--- src/rtl/bypass_scoreboard_pkg.sv ---
// Shared pipeline definitions for the bypass scoreboard: stage entry type,
// select encoding and the register-address equality comparator.
package bypass_scoreboard_pkg;

  localparam int DEFAULT_REG_AW = 5;
  // Stage entries carry rd at a fixed maximum width; narrower addresses are zero-extended.
  localparam int RD_MAX_W       = 8;
  localparam int SEL_REGFILE    = 0;

  typedef struct packed {
    logic                valid;
    logic [RD_MAX_W-1:0] rd;
    logic                we;
    logic                load;
  } stage_entry_t;

  function automatic logic reg_eq(input logic [RD_MAX_W-1:0] a,
                                  input logic [RD_MAX_W-1:0] b);
    return a == b;
  endfunction

  function automatic logic entry_live(input stage_entry_t e);
    return e.valid && e.we && (e.rd != '0);
  endfunction

endpackage

--- src/rtl/bypass_scoreboard_match.sv ---
// bypass_match: combinational priority encoder returning the youngest live
// stage whose destination equals the source register (0 = register file).
module bypass_match
  import bypass_scoreboard_pkg::*;
#(
  parameter int DEPTH = 3,
  parameter int SEL_W = 2
) (
  input  stage_entry_t [DEPTH:1] i_stages,
  input  logic [RD_MAX_W-1:0]    i_src,
  output logic [SEL_W-1:0]       o_sel
);

  always_comb begin
    // NOTE: default first so every path assigns o_sel and no latch is inferred.
    o_sel = SEL_W'(SEL_REGFILE);
    if (i_src != '0) begin
      // Scan oldest to youngest so the smallest matching k is the last write.
      for (int k = DEPTH; k >= 1; k--) begin
        if (entry_live(i_stages[k]) && reg_eq(i_stages[k].rd, i_src)) begin
          o_sel = SEL_W'(k);
        end
      end
    end
  end

endmodule

--- src/rtl/bypass_scoreboard.sv ---
// Bypass scoreboard: tracks destinations through DEPTH stages, produces forwarding
// selects and the load-use stall. Define BYPASS_SCOREBOARD_STATS_EN for stall/forward counters.
module bypass_scoreboard
  import bypass_scoreboard_pkg::*;
#(
  parameter int REG_AW = DEFAULT_REG_AW,
  parameter int DEPTH  = 3,
  parameter int SEL_W  = 2
) (
  input  logic              clock,
  input  logic              reset,
  input  logic              advance,
  input  logic              flush,
  input  logic              dec_valid,
  input  logic [REG_AW-1:0] dec_rd,
  input  logic              dec_we,
  input  logic              dec_load,
  input  logic [REG_AW-1:0] src_a,
  input  logic [REG_AW-1:0] src_b,
  output logic [SEL_W-1:0]  sel_a,
  output logic [SEL_W-1:0]  sel_b,
  output logic              stall
`ifdef BYPASS_SCOREBOARD_STATS_EN
  ,
  output logic [31:0]       stall_cnt,
  output logic [31:0]       fwd_cnt
`endif
);

  stage_entry_t [DEPTH:1] r_stages;
  stage_entry_t           w_dec_entry;
  logic [RD_MAX_W-1:0]    w_src_a;
  logic [RD_MAX_W-1:0]    w_src_b;
  logic                   w_stall;

  assign w_src_a     = RD_MAX_W'(src_a);
  assign w_src_b     = RD_MAX_W'(src_b);
  assign w_dec_entry = '{valid: dec_valid, rd: RD_MAX_W'(dec_rd), we: dec_we, load: dec_load};

  // NOTE: the stage array is small control state, so it is reset in full; sequential state uses <= only.
  always_ff @(posedge clock or negedge reset) begin
    if (!reset) begin
      r_stages <= '0;
    end else if (flush) begin
      r_stages <= '0;
    end else if (advance) begin
      r_stages[1] <= w_stall ? '0 : w_dec_entry;
      for (int k = 2; k <= DEPTH; k++) begin
        r_stages[k] <= r_stages[k-1];
      end
    end
  end

  bypass_match #(.DEPTH(DEPTH), .SEL_W(SEL_W)) u_match_a (
    .i_stages (r_stages),
    .i_src    (w_src_a),
    .o_sel    (sel_a)
  );

  bypass_match #(.DEPTH(DEPTH), .SEL_W(SEL_W)) u_match_b (
    .i_stages (r_stages),
    .i_src    (w_src_b),
    .o_sel    (sel_b)
  );

  generate
    if (DEPTH == 1) begin : g_no_stall
      // A single tracked stage is also the writeback stage, so a load there is never late.
      assign w_stall = 1'b0;
    end else begin : g_stall
      assign w_stall = dec_valid && entry_live(r_stages[1]) && r_stages[1].load &&
                       (((w_src_a != '0) && reg_eq(r_stages[1].rd, w_src_a)) ||
                        ((w_src_b != '0) && reg_eq(r_stages[1].rd, w_src_b)));
    end
  endgenerate

  assign stall = w_stall;

`ifdef BYPASS_SCOREBOARD_STATS_EN
  logic [31:0] r_stall_cnt;
  logic [31:0] r_fwd_cnt;

  // Counters survive flush; only reset clears them.
  always_ff @(posedge clock or negedge reset) begin
    if (!reset) begin
      r_stall_cnt <= '0;
      r_fwd_cnt   <= '0;
    end else begin
      if (advance && w_stall) begin
        r_stall_cnt <= r_stall_cnt + 32'd1;
      end
      if (advance && !w_stall && dec_valid && ((sel_a != '0) || (sel_b != '0))) begin
        r_fwd_cnt <= r_fwd_cnt + 32'd1;
      end
    end
  end

  assign stall_cnt = r_stall_cnt;
  assign fwd_cnt   = r_fwd_cnt;
`endif

endmodule

--- config.mk ---
export PLATFORM = sky130hd
export DESIGN_NAME = bypass_scoreboard
export DESIGN_NICKNAME = d
export VERILOG_FILES = /design/src/rtl/bypass_scoreboard_pkg.sv /design/src/rtl/bypass_scoreboard_match.sv /design/src/rtl/bypass_scoreboard.sv
export SDC_FILE = /design/constraint.sdc
export NUM_CORES = 1
export LEC_CHECK = 0
export BUFFER_PORTS_ARGS = -buffer_cell sky130_fd_sc_hd__buf_2
export CORE_ASPECT_RATIO = 0.6
export CORE_MARGIN = 2
export CORE_UTILIZATION = 35
export DETAILED_ROUTE_END_ITERATION = 10
export SLEW_MARGIN = 20
export SYNTH_ARGS = -nofsm -noshare
export SYNTH_HDL_FRONTEND = slang
export SYNTH_SLANG_ARGS = --single-unit
--- constraint.sdc ---
create_clock -name clock -period 2.3 [get_ports clock]
set_input_delay 0.23 -clock clock [delete_from_list [all_inputs] [get_ports clock]]
set_output_delay 0.23 -clock clock [all_outputs]
set_load 0.005 [all_outputs]
## Yosys cells after proc, flatten, opt, wreduce, memory -nomap -nowiden

Cells that the tools add are included.

| operators by class | value |
|---|---|
| eq/ne operators | 6 |
| muxes and demuxes | 11 |
| reduce and logical (&&, ||, !) cells | 24 |

Operator list:

| operator | count |
|---|---|
| two-way mux 33 bit | 2 |
| == test 8 x 5 -> 1 bit | 6 |
| nonzero test 8 bit | 5 |
| logical AND 1 bit | 17 |
| two-way mux 2 bit | 8 |
| two-way mux 11 bit | 1 |
| nonzero test 2 bit | 1 |
| logical OR 1 bit | 1 |

| word-level totals | value |
|---|---|
| bits in registers | 32 |
| input bits | 22 |
| output and inout port bits | 5 |
| word-level logic and storage cells | 52 |

## Longest topological paths before layout

| depth | value |
|---|---|
| depth in word-level cells | 8 |
| mapped depth | 6 |
| depth with buffers taken out | 5 |

## Hierarchy

From an unflattened synthesis, not the netlist that was laid out.

| unflattened totals | value |
|---|---|
| cells, all modules | 220 |
| area total of the unflattened synthesis | 2174.6 sq um |

Modules (own cells, without submodules):

| module | times used | cells an instance | area each (sq um) | sequential area each (sq um) |
|---|---|---|---|---|
| bypass_scoreboard | 1 | 118 | 1391.3 | 600.6 |
| bypass_match | 2 | 51 | 391.6 | 0.0 |

## Worst setup path after synthesis

OpenSTA, ideal clock, no wires.

| path | value |
|---|---|
| path kind | reg-to-output |
| start point | register r_stages[2] in the netlist's numbering |
| end point | output port sel_a[1] |
| arrival time | 1537 ps |
| required time | 2070 ps |
| slack | 533 ps |
| cell stages (with the launch flop) | 5 |
| path buffers | 0 |
| cell sequence | dfrtp_1 or4_4 o211ai_4 nor2_1 a211oi_2 |

| on the way | value |
|---|---|
| word-level cells in the longest chain between the ends | 5 |

RTL lines:

| item | RTL line | text |
|---|---|---|
| start, declared | bypass_scoreboard.sv:30 | `stage_entry_t [DEPTH:1] r_stages;` |
| start signal, assigned by index | bypass_scoreboard.sv:49 | `r_stages[k] <= r_stages[k-1];` |
| nonzero test 8 bit | bypass_scoreboard_pkg.sv:23 | `return e.valid && e.we && (e.rd != '0);` |
| logical AND 1 bit | bypass_scoreboard_pkg.sv:23 |  |
| logical AND 1 bit (*) | bypass_scoreboard_match.sv:20 | `if (entry_live(i_stages[k]) && reg_eq(i_stages[k].rd, i_src)) begin` |
| two-way mux 2 bit (*) | bypass_scoreboard_match.sv:20 |  |
| two-way mux 2 bit (*) | bypass_scoreboard_match.sv:17 | `if (i_src != '0) begin` |
| end, declared | bypass_scoreboard.sv:20 | `output logic [SEL_W-1:0] sel_a,` |

Every way passes the cells marked *; elsewhere a longest branch is shown, timed or not.

## Final worst setup path

Ends and elaborated chain as after synthesis.

==> parameters.txt <==
Parameter                              Value

Timing
  RSZ-0062 raised after global routing ... no
  Worst slew slack as a fraction of its limit ... 66.0%
  Final Max Slew Viols ... 0
  Number of setup violations in the final report ... 0
  Maximum clock frequency ... roughly 450 MHz
  Setup TNS ... 0 ns
  Worst Setup Slack, final ... 0.0844 ns
  Actual slew at the worst max-slew pin ... just over 0.5 ns
  Part of the cycle the worst path needs ... a little over nine tenths
  Worst slack on hold paths ... 0.298 ns
  Setup clock skew after layout ... 0.00257 ns
  Count of final hold-check violations ... 0
  Min Tclk post-route ... 2.22 ns

Die
  Area of the die ... 4960 µm²
  Io pins ... 27
  Vertical die dimension ... 55.4 µm
  Initial Utilization ... a little under two fifths
  Number of standard-cell rows in the floorplan ... 18
  Floorplan die width ... between 80 and 90 µm
  Core ar. ... 4170 µm²

Synthesis
  Prevailing post-synth register cell ... dfrtp_1
  Distinct cell type count of the synthesized netlist ... 34
  Number of synthesized register bits ... 22
  Syn Nets ... 166
  Average cell area after synthesis ... 10.7 µm²
  Cells after Synth ... 144
  Yosys warning count ... 0
  Synthesized cell area ... between 1500 and 2000 µm²
  Proportion of synthesized chip area in sequential cells ... 35.7%
  Proportion of synthesized flip-flops having asynchronous set or reset ... between 90% and 100%
  EDFF count, synth ... 0

Worst setup path
  CP Cell Sequence ... or4_4, o211ai_4, nor2_1, a211oi_2, buf_2
  Reg2Reg Depth ... 5
  Worst-path maximum fanout ... 6
  Reg-to-reg endpoint ... r_stages[5]$_DFFE_PN0P_
  Classification of the worst setup path ... register to output pin
  R2R Setup Slk ... 0.43 ns
  Number of buffers and inverters on the critical path ... 1
  CP max stage cell ... or4_4
  Crit-path leading delay family ... simple AND/OR/NAND/NOR gates
  Critical path capture point type ... output pin
  Worst setup SP type ... register
  Required time worst endpoint ... 2.07 ns
  Startpoint of the worst-slack reg-to-reg timing path ... r_stages[2]$_DFFE_PN0P_
  Delay of the slowest cell on the worst path ... 0.58 ns
  Data arrival, critical path ... 1.99 ns

Drt
  Via total after detailed routing ... 1242
  Drt first pass iters ... 4
  Number of routed nets with antenna violations ... 0
  Drt total wl ... 4090 µm
  First DRT Iteration DRCs ... 48
  Via-to-Cell Ratio ... roughly 5.3
  Avg WL per Cell ... 17.4 µm
  DRC Markers ... 0

Place
  Placed instance area ... 1720 µm²
  Post-place setup slack ... around 0.28 ns
  Buffers added on ports ... 26
  Placed Cells ... 228
  DPL Wire Length ... between 3000 and 4000 µm
  GPL Wtd Cong ... 0.861

Global route
  Most used routing layer in global routing ... met1
  Total GRT Usage ... between 10% and 20%
  Wire length of the first global-routing pass ... 6550 µm
  GR Overflow Total ... 0
  Antenna violations before repair ... 0
  Number of global-route vias before repair ... 1250
  Largest net degree at the start of global routing ... 23
  Global routing met2 resource utilization ... 21.4%
  Met1 usage in global routing ... 29.1%
  Met3 usage in global routing ... 3.74%

Clock network
  Clock root buffer ... clkbuf_8
  Number of buffers created by CTS ... 3
  Clock tree from TritonCTS ... yes
  Max clock buf depth ... 2
  Clock-pin slew on the worst setup and hold paths ... 0.08 ns
  Later-pin clock latency in the skew report ... 0.26 ns
  Clock sink count ... 22
  CTS H-tree lvls ... 1

Hold path
  Hold wc startpoint ... dec_load
  Path class of the lowest-slack min-delay path ... input pin to register
  Worst hold path endpoint ... r_stages[0]$_DFFE_PN0P_
  Count of cells along the worst hold path ... 3

Finish
  Number of antenna repair diodes ... 0
  Final non-filler cell total ... 235
  Proportion of layout cells with a drive suffix above 1 ... 28.6%
  Max FFs per register ... 22
  Fillers ... 406
  P&R area growth vs syn ... 17.5%
  Core occupancy in the finished layout ... 43.4%
  Area of all placed cells without fillers ... 1810 µm²
  Final nets ... a little under 200
  Register with the most flip-flops ... r_stages
  Registers with the most flip-flops ... r_stages x22

Pwr
  Maximum vdd ir drop ... 305 µV
  Combinational share of power ... between 10% and 20%
  Clock network power share ... between 30% and 40%
  Proportion of total power due to net switching ... 27.5%
  Internal cell power ... 0.627 mW
  Sequential share of power ... 49.3%
  Overall power consumption ... 0.864 mW
  Static leakage ... 0.842 nW
  Net Switching ... 0.238 mW
  Power density of the placed cells ... around 480 nW/µm²

Outcome
  Outcome ... complete, no violations

Job
  Max-capacitance violation count ... 0
## synth_stat cells (2+ instances only)
| cell type | number | area share [%] |
|---|---|---|
| xor2_1 | 17 | 9.7 |
| a211oi_2 | 6 | 4.9 |
| a311oi_1 | 3 | 1.7 |
| nand4_1 | 4 | 1.6 |
| nand3_1 | 2 | 0.65 |
| dfrtp_1 | 22 | 36 |
| nor3_1 | 6 | 1.9 |
| buf_2 | 2 | 0.65 |
| or4_1 | 2 | 0.97 |
| mux2i_1 | 22 | 14 |
| xnor2_1 | 13 | 7.4 |
| nor2_1 | 17 | 4.1 |
| or3_1 | 2 | 0.81 |
| o311a_1 | 2 | 1.3 |
| a211oi_1 | 5 | 2.4 |
## repair_timing
item	in CTS	in global routing
setup endpoints to repair	1	2
cloned	0	0
pin swaps	1	0
resized for setup	0	3
buffers inserted	2	0
endpoints found under the hold margin	22	0
hold buffers	1	0
## power groups by stage
stage	Clock [mW]	Combinational, mW	Sequential, mW
floorplan	0	0.107	0.424
global placement	0	0.154	0.431
detailed placement	0	0.160	0.433
CTS	0.284	0.163	0.425
global route	0.303	0.177	0.429
finish	0.277	0.162	0.426
## layout by cell type, fill, tap and decap left out, types with 2 or more instances in the layout
master,synthesis,routed
a211oi_1,5,5
a211oi_2,6,6
a311oi_1,3,3
buf_2,2,26
buf_4,0,6
clkbuf_8,1,4
dfrtp_1,22,20
dfrtp_2,0,2
mux2i_1,22,22
nand3_1,2,2
nand4_1,4,4
nor2_1,17,17
nor3_1,6,6
o311a_1,2,2
or3_1,2,2
or4_1,2,2
xnor2_1,13,13
xor2_1,17,17
## layer usage
layer	share of wire [%]	vias to the layer above
met5	0	-
met4	0.71	0
met3	4.9	4
met2	40	32
met1	54	616
li1	-	590
## layout make-up
cell class,instances,area (µm²),share of cell area [%]
Clock buffer,4,55.1,3.04
Multi-Input combinational cell,116,941,52.0
Timing Repair Buffer,33,185,10.2
Sequential cell,22,553,30.6
Tap cell,60,75.1,4.15
## worst max path at each step
stage | depth (start not counted) | endpoint | slack (ns) | from
finish | 5 | sel_a[1] | 0.08 | r_stages[2]$_DFFE_PN0P_
global route | 5 | sel_a[1] | 0.01 | r_stages[2]$_DFFE_PN0P_
CTS | 5 | sel_a[1] | 0.06 | r_stages[2]$_DFFE_PN0P_
detailed placement | 5 | sel_a[1] | 0.28 | r_stages[2]$_DFFE_PN0P_
global placement | 5 | sel_a[1] | 0.36 | r_stages[2]$_DFFE_PN0P_
floorplan | 4 | sel_a[1] | 0.53 | r_stages[2]$_DFFE_PN0P_
## kinds of logic after synthesis
| kind of cell | Yosys count | synth area share, % |
|---|---|---|
| AO/OA/AOI/OAI | 25 | 16.2 |
| XOR/XNOR | 30 | 17.1 |
| buffers and inverters | 6 | 3.49 |
| flip-flops | 22 | 35.7 |
| multiplexers | 22 | 14.3 |
| AND/OR/NAND/NOR | 39 | 13.2 |
## tightest hold or removal path: stages
cell and delay (ns):
buf_2 0.10, mux2i_1 0.13, a311oi_1 0.06
No activity file was read; power rests on OpenSTA's default activity.
